File: src/rtl/sec_pulse_gen.sv
// Programmable pulse-per-second generator: start delay, width, period, one-shot slew, shadowed reconfig.
// Optional SEC_PULSE_SYNC_EN: a synchronized sync_in rising edge forces an immediate period restart.
module sec_pulse_gen #(
  parameter int CNT_W = 32,
  parameter int WID_W = 24,
  parameter int ADJ_W = 16
) (
  input  logic                    clk,
  input  logic                    resetn,
  input  logic                    enable,
  input  logic [CNT_W-1:0]        cfg_period,
  input  logic [WID_W-1:0]        cfg_width,
  input  logic [CNT_W-1:0]        cfg_delay,
  input  logic                    cfg_load,
  input  logic signed [ADJ_W-1:0] adj_val,
  input  logic                    adj_stb,
  input  logic                    sync_in,
  output logic                    pulse_out,
  output logic                    pulse_ed,
  output logic [CNT_W-1:0]        sec_cnt,
  output logic [1:0]              state
);
  typedef enum logic [1:0] {IDLE = 2'd0, DELAY = 2'd1, HIGH = 2'd2, LOW = 2'd3} state_e;
  localparam int SUM_W = CNT_W + 2;

  state_e                  state_q;
  logic                    pulse_q, ed_q;
  logic [CNT_W-1:0]        sec_q, cnt_q, per_q, wid_q;
  logic [CNT_W-1:0]        sh_p_q, sh_d_q, pd_p_q, pd_d_q;
  logic [WID_W-1:0]        sh_w_q, pd_w_q;
  logic                    pd_vld_q;
  logic signed [ADJ_W-1:0] adj_q;

  logic [CNT_W-1:0]        p_sel, p_base, w_eff, p_eff;
  logic [WID_W-1:0]        w_sel;
  logic                    sync_hit, go_idle, bound;

  function automatic logic [CNT_W-1:0] clamp_base(input logic [CNT_W-1:0] p);
    return (p < CNT_W'(2)) ? CNT_W'(2) : p;
  endfunction

  function automatic logic [CNT_W-1:0] clamp_width(input logic [WID_W-1:0] w,
                                                   input logic [CNT_W-1:0] p);
    logic [CNT_W-1:0] wx;
    wx = (w == '0) ? CNT_W'(1) : CNT_W'(w);
    return (wx >= p) ? p - CNT_W'(1) : wx;
  endfunction

  // Slewed period must still leave at least one low cycle after the pulse; never wraps.
  function automatic logic [CNT_W-1:0] sat_period(input logic [CNT_W-1:0]        p,
                                                  input logic signed [ADJ_W-1:0] adj,
                                                  input logic [CNT_W-1:0]        w);
    logic signed [SUM_W-1:0] sum, floor_v, ceil_v;
    sum     = $signed({2'b00, p}) + SUM_W'(adj);
    floor_v = $signed({2'b00, w}) + SUM_W'(1);
    ceil_v  = $signed({2'b00, {CNT_W{1'b1}}});
    if (sum < floor_v) return w + CNT_W'(1);
    if (sum > ceil_v)  return '1;
    return sum[CNT_W-1:0];
  endfunction

  always_comb begin
    p_sel  = pd_vld_q ? pd_p_q : sh_p_q;
    w_sel  = pd_vld_q ? pd_w_q : sh_w_q;
    p_base = clamp_base(p_sel);
    w_eff  = clamp_width(w_sel, p_base);
    p_eff  = sat_period(p_base, adj_q, w_eff);
  end

  assign go_idle = (state_q != IDLE) && !enable;
  assign bound   = ((state_q == DELAY) && (cnt_q >= sh_d_q)) ||
                   ((state_q == LOW)   && (cnt_q >= per_q));

`ifdef SEC_PULSE_SYNC_EN
  logic [2:0] sync_q;
  logic       sync_ed_q;

  // Two synchronizer flops, one history flop, and a registered edge strobe.
  always_ff @(posedge clk or negedge resetn) begin
    if (!resetn) begin
      sync_q    <= '0;
      sync_ed_q <= 1'b0;
    end else begin
      sync_q    <= {sync_q[1:0], sync_in};
      sync_ed_q <= sync_q[1] & ~sync_q[2];
    end
  end

  assign sync_hit = sync_ed_q;
`else
  logic unused_sync;
  assign unused_sync = sync_in;
  assign sync_hit    = 1'b0;
`endif

  always_ff @(posedge clk or negedge resetn) begin
    if (!resetn) begin
      state_q  <= IDLE;
      pulse_q  <= 1'b0;
      ed_q     <= 1'b0;
      sec_q    <= '0;
      cnt_q    <= '0;
      per_q    <= CNT_W'(2);
      wid_q    <= CNT_W'(1);
      sh_p_q   <= CNT_W'(2);
      sh_w_q   <= WID_W'(1);
      sh_d_q   <= '0;
      pd_p_q   <= '0;
      pd_w_q   <= '0;
      pd_d_q   <= '0;
      pd_vld_q <= 1'b0;
      adj_q    <= '0;
    end else begin
      ed_q <= 1'b0;
      if (state_q == IDLE) begin
        if (enable) begin
          state_q <= DELAY;
          cnt_q   <= '0;
        end
      end else if (!enable) begin
        state_q <= IDLE;
        pulse_q <= 1'b0;
      end else if (sync_hit || bound) begin
        // Period boundary: commit pending config and consume the one-shot slew.
        state_q <= HIGH;
        pulse_q <= 1'b1;
        ed_q    <= 1'b1;
        sec_q   <= sec_q + CNT_W'(1);
        cnt_q   <= CNT_W'(1);
        per_q   <= p_eff;
        wid_q   <= w_eff;
        adj_q   <= '0;
        if (pd_vld_q) begin
          sh_p_q   <= pd_p_q;
          sh_w_q   <= pd_w_q;
          sh_d_q   <= pd_d_q;
          pd_vld_q <= 1'b0;
        end
      end else begin
        cnt_q <= cnt_q + CNT_W'(1);
        if ((state_q == HIGH) && (cnt_q >= wid_q)) begin
          state_q <= LOW;
          pulse_q <= 1'b0;
        end
      end

      if (go_idle)      adj_q <= '0;
      else if (adj_stb) adj_q <= adj_val;

      if (cfg_load) begin
        if (state_q == IDLE) begin
          sh_p_q   <= cfg_period;
          sh_w_q   <= cfg_width;
          sh_d_q   <= cfg_delay;
          pd_vld_q <= 1'b0;
        end else begin
          pd_p_q   <= cfg_period;
          pd_w_q   <= cfg_width;
          pd_d_q   <= cfg_delay;
          pd_vld_q <= 1'b1;
        end
      end
    end
  end

  assign pulse_out = pulse_q;
  assign pulse_ed  = ed_q;
  assign sec_cnt   = sec_q;
  assign state     = state_q;

endmodule

File: config.mk
export PLATFORM = sky130hd
export DESIGN_NAME = sec_pulse_gen
export DESIGN_NICKNAME = d
export VERILOG_FILES = /design/src/rtl/sec_pulse_gen.sv
export SDC_FILE = /design/constraint.sdc
export NUM_CORES = 1
export LEC_CHECK = 0
export ABC_CLOCK_PERIOD_IN_PS = 10500
export BUFFER_PORTS_ARGS = -buffer_cell sky130_fd_sc_hd__buf_4
export CORE_MARGIN = 1.5
export CORE_UTILIZATION = 60
export DETAILED_ROUTE_END_ITERATION = 16
export PLACE_DENSITY = 0.77
export SLEW_MARGIN = 25
export SYNTH_ARGS = -nofsm -noshare
export SYNTH_HDL_FRONTEND = slang
export SYNTH_SLANG_ARGS = --single-unit
File: constraint.sdc
create_clock -name clk -period 10.5 [get_ports clk]
set_input_delay 3.15 -clock clk [delete_from_list [all_inputs] [get_ports clk]]
set_output_delay 3.15 -clock clk [all_outputs]
set_load 0.05 [all_outputs]
Word level (Yosys, flattened, before mapping)
Cells that the tools add are included.
{"block": "op_classes", "n_mul": 0, "bitwise_logic": 1, "n_reduce_logical": 19, "div": 0, "addsub": 6, "n_shift": 0, "mux": 53, "n_eq_ne": 8, "n_lt_le_gt_ge": 7}
{"op": "$mux W32", "n": 22}
{"op": "$mux W24", "n": 7}
{"op": "$add A32 B1 Y32 const B", "n": 3}
{"op": "$ge A32 B32 Y1", "n": 3}
{"op": "$mux W16", "n": 5}
{"op": "$add A33 B16 Y34", "n": 1}
{"op": "$gt A34 B33 Y1 const B", "n": 1}
{"op": "$lt A34 B34 Y1", "n": 1}
{"op": "$add A32 B1 Y33 const B", "n": 1}
{"op": "$ge A24 B32 Y1", "n": 1}
{"op": "$lt A32 B2 Y1 const B", "n": 1}
{"op": "$sub A32 B1 Y32 const B", "n": 1}
{"op": "$logic_not A24 Y1", "n": 1}
{"op": "$mux W1", "n": 14}
{"op": "$mux W2", "n": 5}
{"op": "$reduce_and A3 Y1", "n": 3}
{"op": "$reduce_and A2 Y1", "n": 3}
{"op": "$reduce_bool A2 Y1", "n": 3}
{"op": "$reduce_bool A3 Y1", "n": 2}
{"op": "$eq A2 B2 Y1 const B", "n": 2}
{"op": "$logic_and A1 B1 Y1", "n": 4}
{"op": "$ne A2 B2 Y1 const B", "n": 2}
{"op": "$ne A4 B1 Y1 const B", "n": 1}
{"op": "$ne A3 B1 Y1 const B", "n": 1}
{"op": "6 further kinds", "n": 6}
{"block": "totals", "wordCells": 109, "ramBits": 0, "rom_bits": 0, "latchBits": 0, "out_inout_bits": 36, "mem_count": 0, "register_bits": 325, "inputBits": 110}

Depth between registers and ports, before layout
Gate-level depths: netlist of run 1.
{"block": "logic_depth", "depth_word": 11, "mapped_depth": 43, "ltp_nobuf": 35}

Worst setup path after synthesis of run 1
No wires, ideal clock.
{"block": "synth_timing", "path_type": "reg-to-reg", "from": "register pd_vld_q", "to": "register per_q[11]", "setup_time_ns": 0.104, "path_slack_ns": 2.292, "required_time_ns": 10.396, "stages_incl_launch_ff": 43, "arrival_ns": 8.104, "n_path_buf": 13, "synth_period_minus_slack_ns": 8.208, "path_cell_list": "dfrtp_1 > buf_6 > buf_12 > buf_6 > buf_6 > buf_4 > buf_4 > buf_1 > mux2i_1 > inv_1 > ha_1 > nand2_1 > nor3_1 > a21boi_0 > o21a_2 > and2_4 > buf_6 > clkbuf_1 > (+7 left out) > o21ai_2 > or3_4 > nand3b_4 > xor2_2 > ha_1 > nand4_1 > nor4_1 > a221oi_1 > o21ai_0 > a21oi_1 > a21oi_1 > a311o_1 > o21ai_1 > or3_1 > clkbuf_1 > clkbuf_1 > nor2_1 > a221oi_1"}
{"block": "synth_between", "elab_chain_cells": 10, "elab_cells_between_ends": 21, "cone_classes": "add/sub: 4; order compare: 4; mux: 12; reduce/logical: 1"}
{"element": "start: declaration", "line": "31", "rtl": "logic pd_vld_q;"}
{"element": "start signal: assignment", "line": "111", "rtl": "pd_vld_q <= 1'b0;"}
{"element": "start signal: assignment", "line": "137", "rtl": "pd_vld_q <= 1'b0;"}
{"element": "start signal: assignment", "line": "155", "rtl": "pd_vld_q <= 1'b0;"}
{"element": "$mux W32 / $mux W24 (equally long branches)", "line": "63, 64"}
{"element": "$lt A32 B2 Y1 / $logic_not A24 Y1 (equally long branches)", "line": "39, 45"}
{"element": "$mux W32 / $mux W24 (equally long branches)", "line": "39, 45"}
{"element": "$sub A32 B1 Y32 / $ge A24 B32 Y1 (equally long branches)", "line": "46", "rtl": "return (wx >= p) ? p - CNT_W'(1) : wx;"}
{"element": "$mux W32 *", "line": "46"}
{"element": "via w_eff[1]", "line": "34", "rtl": "logic [CNT_W-1:0] p_sel, p_base, w_eff, p_eff;"}
{"element": "parallel branches: the longest is 4 deep, another holds $lt A34 B34 Y1"}
{"element": "$mux W32 *", "line": "58", "rtl": "if (sum > ceil_v) return '1;"}
{"element": "end signal: assignment", "line": "130", "rtl": "per_q <= p_eff;"}
{"element": "end: declaration", "line": "28", "rtl": "logic [CNT_W-1:0] sec_q, cnt_q, per_q, wid_q;"}
Mark *: on every way through the listed nets, which the timed path passes. The select of a mux whose other input is x is not followed.
A chain may end at the register's enable or synchronous reset.

Worst setup path in the final report of run 1
{"block": "layout_timing", "from": "register pd_vld_q", "to": "register per_q[8]"}
The elaborated chain is that of the path after synthesis.

==> results, run 1 <==
- Gates resized during post-CTS repair numbered 0.
- The count of flip-flops with a built-in enable after synthesis is 0.
- The clock reaches the later pin of the worst-skew pair after 0.57 ns.
- The post-synthesis sequential area ratio is 37.7%.
- The buffering stage count on the worst path with inverters included is 1.
- The tool flagged a number of max-cap violations equal to 0.
- In this run the vertical extent of the chip is 193 microns.
- The top fanout value on the critical path is 44.
- In this run the mean area of a mapped cell was 9.15 sq um.
- Relative to the synthesized area, the layout overhead comes to 12.8%.
- The largest net degree at the start of global routing is 104.
- Counting every instance in the synthesized netlist gives 2,357.
- The remaining antenna violation count after routing is 0.
- The post-layout instance count excluding filler cells is 2,958.
- The ratio of cells with drive above 1 in the final layout is 15.4%.
- Data on the critical path is required at its endpoint by 10.95 ns.
- Summed over all nets, the half-perimeter wirelength after detailed placement is 47,100 microns.
- The number of diodes is 0.
- In this run the tightest slew margin relative to its limit is 36.1%.
- The aggregate global-route resource usage is 34.6%.
- In this run the worst hold path is classified as reg2reg.
- The initial antenna violation count is 0.
- The cell row count is 69.
- The first-pass detailed-route iteration total is 6.
- The placed instances occupy a cell area of 23,000 sq um.
- The flow ran to the end, and the final reports show no timing, DRC or antenna violations.
- The static power due to leakage is 11.8 nW.
- The die covers 37,100 sq um.
- The stage delay of the slowest cell on the critical path is 0.80 ns.
- The critical-path cell with the highest stage delay is sky130_fd_sc_hd__dfrtp_4.
- The category of the worst setup path capture point is a register.
- The count of pins on the block boundary is 146.
- The number of hold violations in the final report is 0.
- The final non-filler cell area is 24,300 sq um.
- The setup skew after layout is 0.0148 ns.
- The maximum clock insertion buffer count is 3.
- Yosys printed 0 warnings.
- The maximum vdd drop is 0.000209 V.
- The combined area of all synthesized cells is 21,600 sq um.
- The global-route wire length before repair is 98,700 microns.
- The power per cell area is 311 nW/um^2.
- The period utilization is 87.2%.
- The top cell types in the final layout, fill and taps aside, are sky130_fd_sc_hd__dfrtp_1 (320), sky130_fd_sc_hd__nand2_1 (221), sky130_fd_sc_hd__a21oi_1 (203).
- Counting every sink on the clock net gives 325.
- Based on the critical path, the design can be clocked at up to 0.109 GHz.
- The routed length per placed instance is 21.5 microns.
- The number of input and output port buffers inserted is 144.
- For this block, the via count after detailed routing is 18,700.
- In the final timing run, aggregate negative setup slack is 0 ns.
- The effective utilization at floorplan is 60.8%.
- The cell family contributing the most delay on the critical path is simple AND/OR/NAND/NOR gates.
- The floorplan die width is 193 microns.
- Clock-pin slew was measured on the worst setup and hold paths at 0.06 ns.
- Among all flip-flop cells after synthesis, the most frequent one is sky130_fd_sc_hd__dfrtp_1.
- The number of hold buffers added after cts is 0.
- The core region is 35,500 sq um.
- The number of distinct standard cells referenced by the synthesized netlist is 97.
- The overall power after layout is 7.55 mW.
- The type of element launching the critical path is a register.
- After global routing the overflow that remains totals 0.
- The final routed DRC violation total is 0.
- TritonCTS created 37 clock buffers.
- Summed over all layers, the routed wires come to 63,500 microns.
- The number of synthesized register bits is 325.
- The clock tree synthesis step divided the H-tree into 2 levels.
- Setup repair after global routing left no endpoint under its margin.
- The via count of the first global-routing pass was 18,000.
- The clock tree from TritonCTS is built.
- Setup violations remaining at the end of the flow were counted as 0.
- The final number of max-transition violations is 0.
- By startpoint and endpoint, the worst setup path is classified as reg2reg.
- The setup fix buffers added after clock tree synthesis is 0.
- For the worst setup path, the data arrival time is 9.61 ns.
- The number of DRC violations after detailed-routing iteration 0 is 1,487.
- After synthesis, the share of flip-flops with an asynchronous set or reset is 100%.
- The placed instance count is 2,891.
- The transition time at the pin with the least slew margin is 0.956 ns.
- The congestion estimate from routability-driven global placement came to 1.01.
- The clock root buffer is sky130_fd_sc_hd__clkbuf_16.
- The cell occurring most often along the worst timing path is sky130_fd_sc_hd__ha_1.
- In the routed layout, each cell is associated on average with a via count of 6.31.
- The library cell used most frequently in the layout, excluding fill and tap cells, is sky130_fd_sc_hd__dfrtp_1.
- The final period demand of the worst path is 9.15 ns.
- The total number of nets in the final design is 2,769.
[where the power goes]
group | leakage, nW | switching [mW] | total (mW) | internal, mW
Combinational | 7.19 | 2.48 | 4.05 | 1.57
Sequential | 3.97 | 0.404 | 2.12 | 1.72
Clock | 0.627 | 0.541 | 1.38 | 0.837
[stage by stage]
step / util, % / hold slack [ns] / setup slack (ns)
2_1_floorplan: - / 0.441 / 2.29
3_3_place_gp: 64.8 / 0.452 / 1.76
3_5_place_dp: 64.9 / 0.454 / 1.59
4_1_cts: 68.5 / 0.464 / 1.54
5_1_grt: 68.5 / 0.478 / 0.565
6_report: 68.5 / 0.461 / 1.35
[cells in the mapped netlist (21+ instances only)]
cell type	instances	share of area, %
sky130_fd_sc_hd__nand4_1	30	0.87
sky130_fd_sc_hd__nand2_1	221	3.8
sky130_fd_sc_hd__clkbuf_1	81	1.4
sky130_fd_sc_hd__a21oi_1	203	4.7
sky130_fd_sc_hd__mux2_2	101	5.3
sky130_fd_sc_hd__ha_1	189	11
sky130_fd_sc_hd__mux2i_1	57	2.6
sky130_fd_sc_hd__o31ai_1	25	0.87
sky130_fd_sc_hd__xnor2_1	84	3.4
sky130_fd_sc_hd__and3_1	34	0.99
sky130_fd_sc_hd__dfrtp_1	321	37
sky130_fd_sc_hd__inv_1	153	2.7
sky130_fd_sc_hd__nor2_1	182	3.2
sky130_fd_sc_hd__nor4_1	26	0.75
sky130_fd_sc_hd__nor3_1	37	0.86
sky130_fd_sc_hd__a21o_1	60	2.1
sky130_fd_sc_hd__nand3_1	55	1.3
sky130_fd_sc_hd__xor2_1	21	0.85
sky130_fd_sc_hd__o21ai_0	167	3.9
[cells by family after synthesis]
group / after synthesis / share of synthesized area [%]
xor+xnor: 106 / 4.34
flops: 325 / 37.7
compound gates: 622 / 18.1
fa+ha+maj: 190 / 11.1
mux: 162 / 8.26
simple gates: 693 / 15.6
buf+inv: 258 / 4.86
other cells: 1 / 0.0174
[routing by layer]
metal | global-route usage [%] | vias up | part of all wire [%]
li1 | - | 8680 | -
met1 | 47.6 | 9115 | 43
met2 | 53.6 | 740 | 45
met3 | 6.62 | 138 | 7.5
met4 | 14.3 | 0 | 4.1
met5 | 0 | - | 0
[worst paths after layout]
kind / from / endpoint / slack (ns) / depth (start not counted)
hold / removal: wid_q[0]$_DFFE_PN1P_ / wid_q[0]$_DFFE_PN1P_ / 0.46 / 2
setup reg to reg: pd_vld_q$_DFFE_PN0P_ / per_q[8]$_DFFE_PN0P_ / 1.35 / 31
setup / recovery: pd_vld_q$_DFFE_PN0P_ / per_q[8]$_DFFE_PN0P_ / 1.35 / 31
max in group asynchronous: resetn / sh_d_q[26]$_DFF_PN0_ / 6.38 / 2
min in group asynchronous: resetn / adj_q[10]$_DFFE_PN0P_ / 2.59 / 1
hold reg to reg: wid_q[0]$_DFFE_PN1P_ / wid_q[0]$_DFFE_PN1P_ / 0.46 / 2
[state kept, by name, summed over array words and instances, names as in the netlist]
name       flops
wid_q         32
pd_vld_q       1
pd_p_q        32
sh_d_q        32
pulse_ed       1
pulse_out      1
sec_cnt       32
pd_d_q        32
per_q         32
adj_q         16
cnt_q         32
sh_w_q        24
state          2
sh_p_q        32
pd_w_q        24
[area by class of cell]
| class | instances | area (sq um) |
|---|---|---|
| Sequential cell | 325 | 8140 |
| Clock buffer | 57 | 1120 |
| Multi-Input combinational cell | 1778 | 12400 |
| Inverter | 158 | 593 |
| Fill cell | 2823 | 11200 |
| Tap cell | 461 | 577 |
| Timing Repair Buffer | 169 | 1300 |
| Clock inverter | 10 | 160 |
[worst min-delay path, cell delays in order (launching register included)]
cell and delay [ns]:
sky130_fd_sc_hd__dfstp_2 0.37, sky130_fd_sc_hd__nand2_1 0.05, sky130_fd_sc_hd__nand2_1 0.05
No activity file was read; power rests on OpenSTA's default activity.
==> run 2: changes to the inputs <==
--- a/config.mk
+++ b/config.mk
@@ -11,6 +11,7 @@
 export CORE_UTILIZATION = 60
 export DETAILED_ROUTE_END_ITERATION = 16
 export PLACE_DENSITY = 0.77
+export RECOVER_POWER = 50
 export SLEW_MARGIN = 25
 export SYNTH_ARGS = -nofsm -noshare
 export SYNTH_HDL_FRONTEND = slang
==> results, run 2 (same netlist as run 1, synthesis figures left out) <==
- The CTS H-tree depth is 2 (unchanged).
- The ratio of cells with drive above 1 in the final layout is 13.9% (-1.4 points).
- The global-route wire length before repair came to 98,700 microns (unchanged).
- The setup skew after layout came to 0.0141 ns (-0.000622 ns).
- The floorplan die width is 193 microns (unchanged).
- The via-per-instance ratio came to 6.33 (+0.29%).
- The via count is 18,700 (+0.29%).
- The number of hold violations in the final report was 0 (unchanged).
- The via count of the first global-routing pass is 18,000 (unchanged).
- The overall power after layout is 7.53 mW (-0.29%).
- The total number of nets in the final design is 2,769 (unchanged).
- The final period demand of the worst path came to 9.19 ns (+0.0373 ns).
- The final reports fail on capacitance limit, slew limit.
- The signal arrival time at the worst endpoint is 9.51 ns (-0.10 ns).
- The cell row count came to 69 (unchanged).
- The routed length per placed instance was 21.5 microns (-0.14%).
- The power per cell area came to 312 nW/um^2 (+0.42%).
- The placed instance count is 2,891 (unchanged).
- The register area is 8140 sq um (unchanged).
- The setup fix buffers added after clock tree synthesis was 0 (unchanged).
- The detailed-placement wirelength estimate was 47,100 microns (unchanged).
- The final non-filler cell area was 24,100 sq um (-0.70%).
- The maximum vdd drop is 0.000210 V (+0.26%).
- The remaining antenna violation count after routing came to 0 (unchanged).
- The commonest non-fill, non-tap cell in the layout is sky130_fd_sc_hd__dfrtp_1.
- The maximum clock frequency was 0.109 GHz (-0.41%).
- The largest net degree at the start of global routing is 104 (unchanged).
- The post-layout instance count excluding filler cells was 2,958 (unchanged).
- The min-delay analysis places its worst path in the category reg2reg.
- The classification of the worst setup path is reg2reg.
- The number of hold buffers added after cts came to 0 (unchanged).
- The total wirelength of the detailed-routed design is 63,500 microns (-0.14%).
- The final routed DRC violation total is 0 (unchanged).
- The number of maximum-capacitance constraint violations was 6 (+6).
- The number of input and output port buffers inserted is 144 (unchanged).
- The clock latency of the later-clocked register in the worst-skew pair was 0.56 ns (about the same).
- The transition time at the pin with the least slew margin is 5.78 ns (+4.82 ns).
- On the critical path the largest part of the delay comes from simple AND/OR/NAND/NOR gates.
- The count of fill cells added during filler insertion is 2,872 (+1.7%).
- The maximum clock insertion buffer count is 3 (unchanged).
- The initial antenna violation count is 0 (unchanged).
- The number of gates resized after cts is 0 (unchanged).
- The stage delay of the slowest cell on the critical path is 0.80 ns (about the same).
- The number of diodes is 0 (unchanged).
- The top fanout value on the critical path was 44 (unchanged).
- The effective utilization at floorplan is 60.8% (unchanged).
- The routability congestion estimate from global placement came to 1.01 (unchanged).
- The cell occurring most often along the worst timing path is sky130_fd_sc_hd__a21oi_1.
- The critical path required time came to 10.82 ns (-0.13 ns).
- The final setup slack of the worst path came to 1.31 ns (-0.0373 ns).
- The worst setup path is captured at a register.
- The clock-pin slew on the worst setup and hold paths is 0.06 ns (about the same).
- The period utilization is 87.5% (+0.36 points).
- The number of DRC violations after detailed-routing iteration 0 is 1,434 (-3.6%).
- The total congestion overflow after global routing is 0 (unchanged).
- The worst slack at placement is 1.59 ns (unchanged).
- The aggregate global-route resource usage is 34.6% (unchanged).
- The buffering stage count on the worst path with inverters included came to 1 (unchanged).
- The clock tree from TritonCTS is built.
- The setup total negative slack is 0 ns (unchanged).
- The static power due to leakage is 11.6 nW (-1.3%).
- The max-slew headroom at the worst pin is -285% (-320 points).
- The setup-violating endpoint count in the final report is 0 (unchanged).
- The final number of max-transition violations is 369 (+369).
- The CTS buffer count is 37 (unchanged).
- The combined area of the multi-input logic cells is 12,400 sq um (-0.13%).
- The critical-path cell with the highest stage delay is sky130_fd_sc_hd__dfrtp_4.
- CTS placed an instance of sky130_fd_sc_hd__clkbuf_16 at the clock tree root.
- The type of element launching the critical path is a register.
- The core outline area came to 35,500 sq um (unchanged).
- Setup repair after global routing left no endpoint under its margin.
- The number of sinks driven by the clock tree is 325 (unchanged).
- The count of pins on the block boundary came to 146 (unchanged).
- Relative to the synthesized area, the layout overhead comes to 12.0%.
- The first-pass detailed-route iteration total is 6 (unchanged).
- The post-place instance area is 23,000 sq um (unchanged).
- The vertical die dimension is 193 microns (unchanged).
- The area enclosed by the die boundary was 37,100 sq um (unchanged).
- In the layout the commonest cells are sky130_fd_sc_hd__dfrtp_1 (320), sky130_fd_sc_hd__nand2_1 (221), sky130_fd_sc_hd__a21oi_1 (203).
- The flow ran to the end, but the final reports show violations.
[run 2: final timing paths]
| check | to | cells past startpoint | slack [ns] | start |
|---|---|---|---|---|
| worst max-delay path | per_q[8]$_DFFE_PN0P_ | 31 | 1.31 | pd_vld_q$_DFFE_PN0P_ |
| worst min-delay path | wid_q[0]$_DFFE_PN1P_ | 2 | 0.46 | wid_q[0]$_DFFE_PN1P_ |
| worst max register to register | per_q[8]$_DFFE_PN0P_ | 31 | 1.31 | pd_vld_q$_DFFE_PN0P_ |
| worst min register to register | wid_q[0]$_DFFE_PN1P_ | 2 | 0.46 | wid_q[0]$_DFFE_PN1P_ |
| max in group asynchronous | pd_vld_q$_DFFE_PN0P_ | 1 | 1.67 | resetn |
| min in group asynchronous | adj_q[10]$_DFFE_PN0P_ | 1 | 4.71 | resetn |
[run 2: cell type report]
class                   instances  share of cell area, %
clock inverters                10                  0.663
flip-flops and latches        325                   33.7
inverters                     158                   2.46
clock buffers                  57                   4.65
multi-input cells            1778                   51.4
repair buffers                169                   4.73
well taps                     461                   2.39
[run 2: layer usage]
metal / vias up / wire length (microns) / GRT usage [%]
met5: - / 0 / 0
met4: 0 / 2640 / 14.3
met3: 147 / 4970 / 6.62
met2: 788 / 28500 / 53.6
met1: 9121 / 27400 / 47.6
li1: 8672 / - / -
[run 2: tightest hold or removal path, cell delays in order (launching register included)]
cell and delay, ns:
sky130_fd_sc_hd__dfstp_2 0.37, sky130_fd_sc_hd__nand2_1 0.05, sky130_fd_sc_hd__nand2_1 0.05
[run 2: report_power, final]
group | internal (mW) | leakage, nW | switching, mW
combinational | 1.56 | 7.04 | 2.47
clock | 0.837 | 0.627 | 0.538
sequential | 1.72 | 3.97 | 0.404
[run 2: stage by stage]
stage	utilization, %	hold WS, ns
after floorplan	-	0.441
after global placement	64.8	0.452
after detailed placement	64.9	0.454
after CTS	68.5	0.464
after global routing	68.1	0.478
final	68.1	0.463
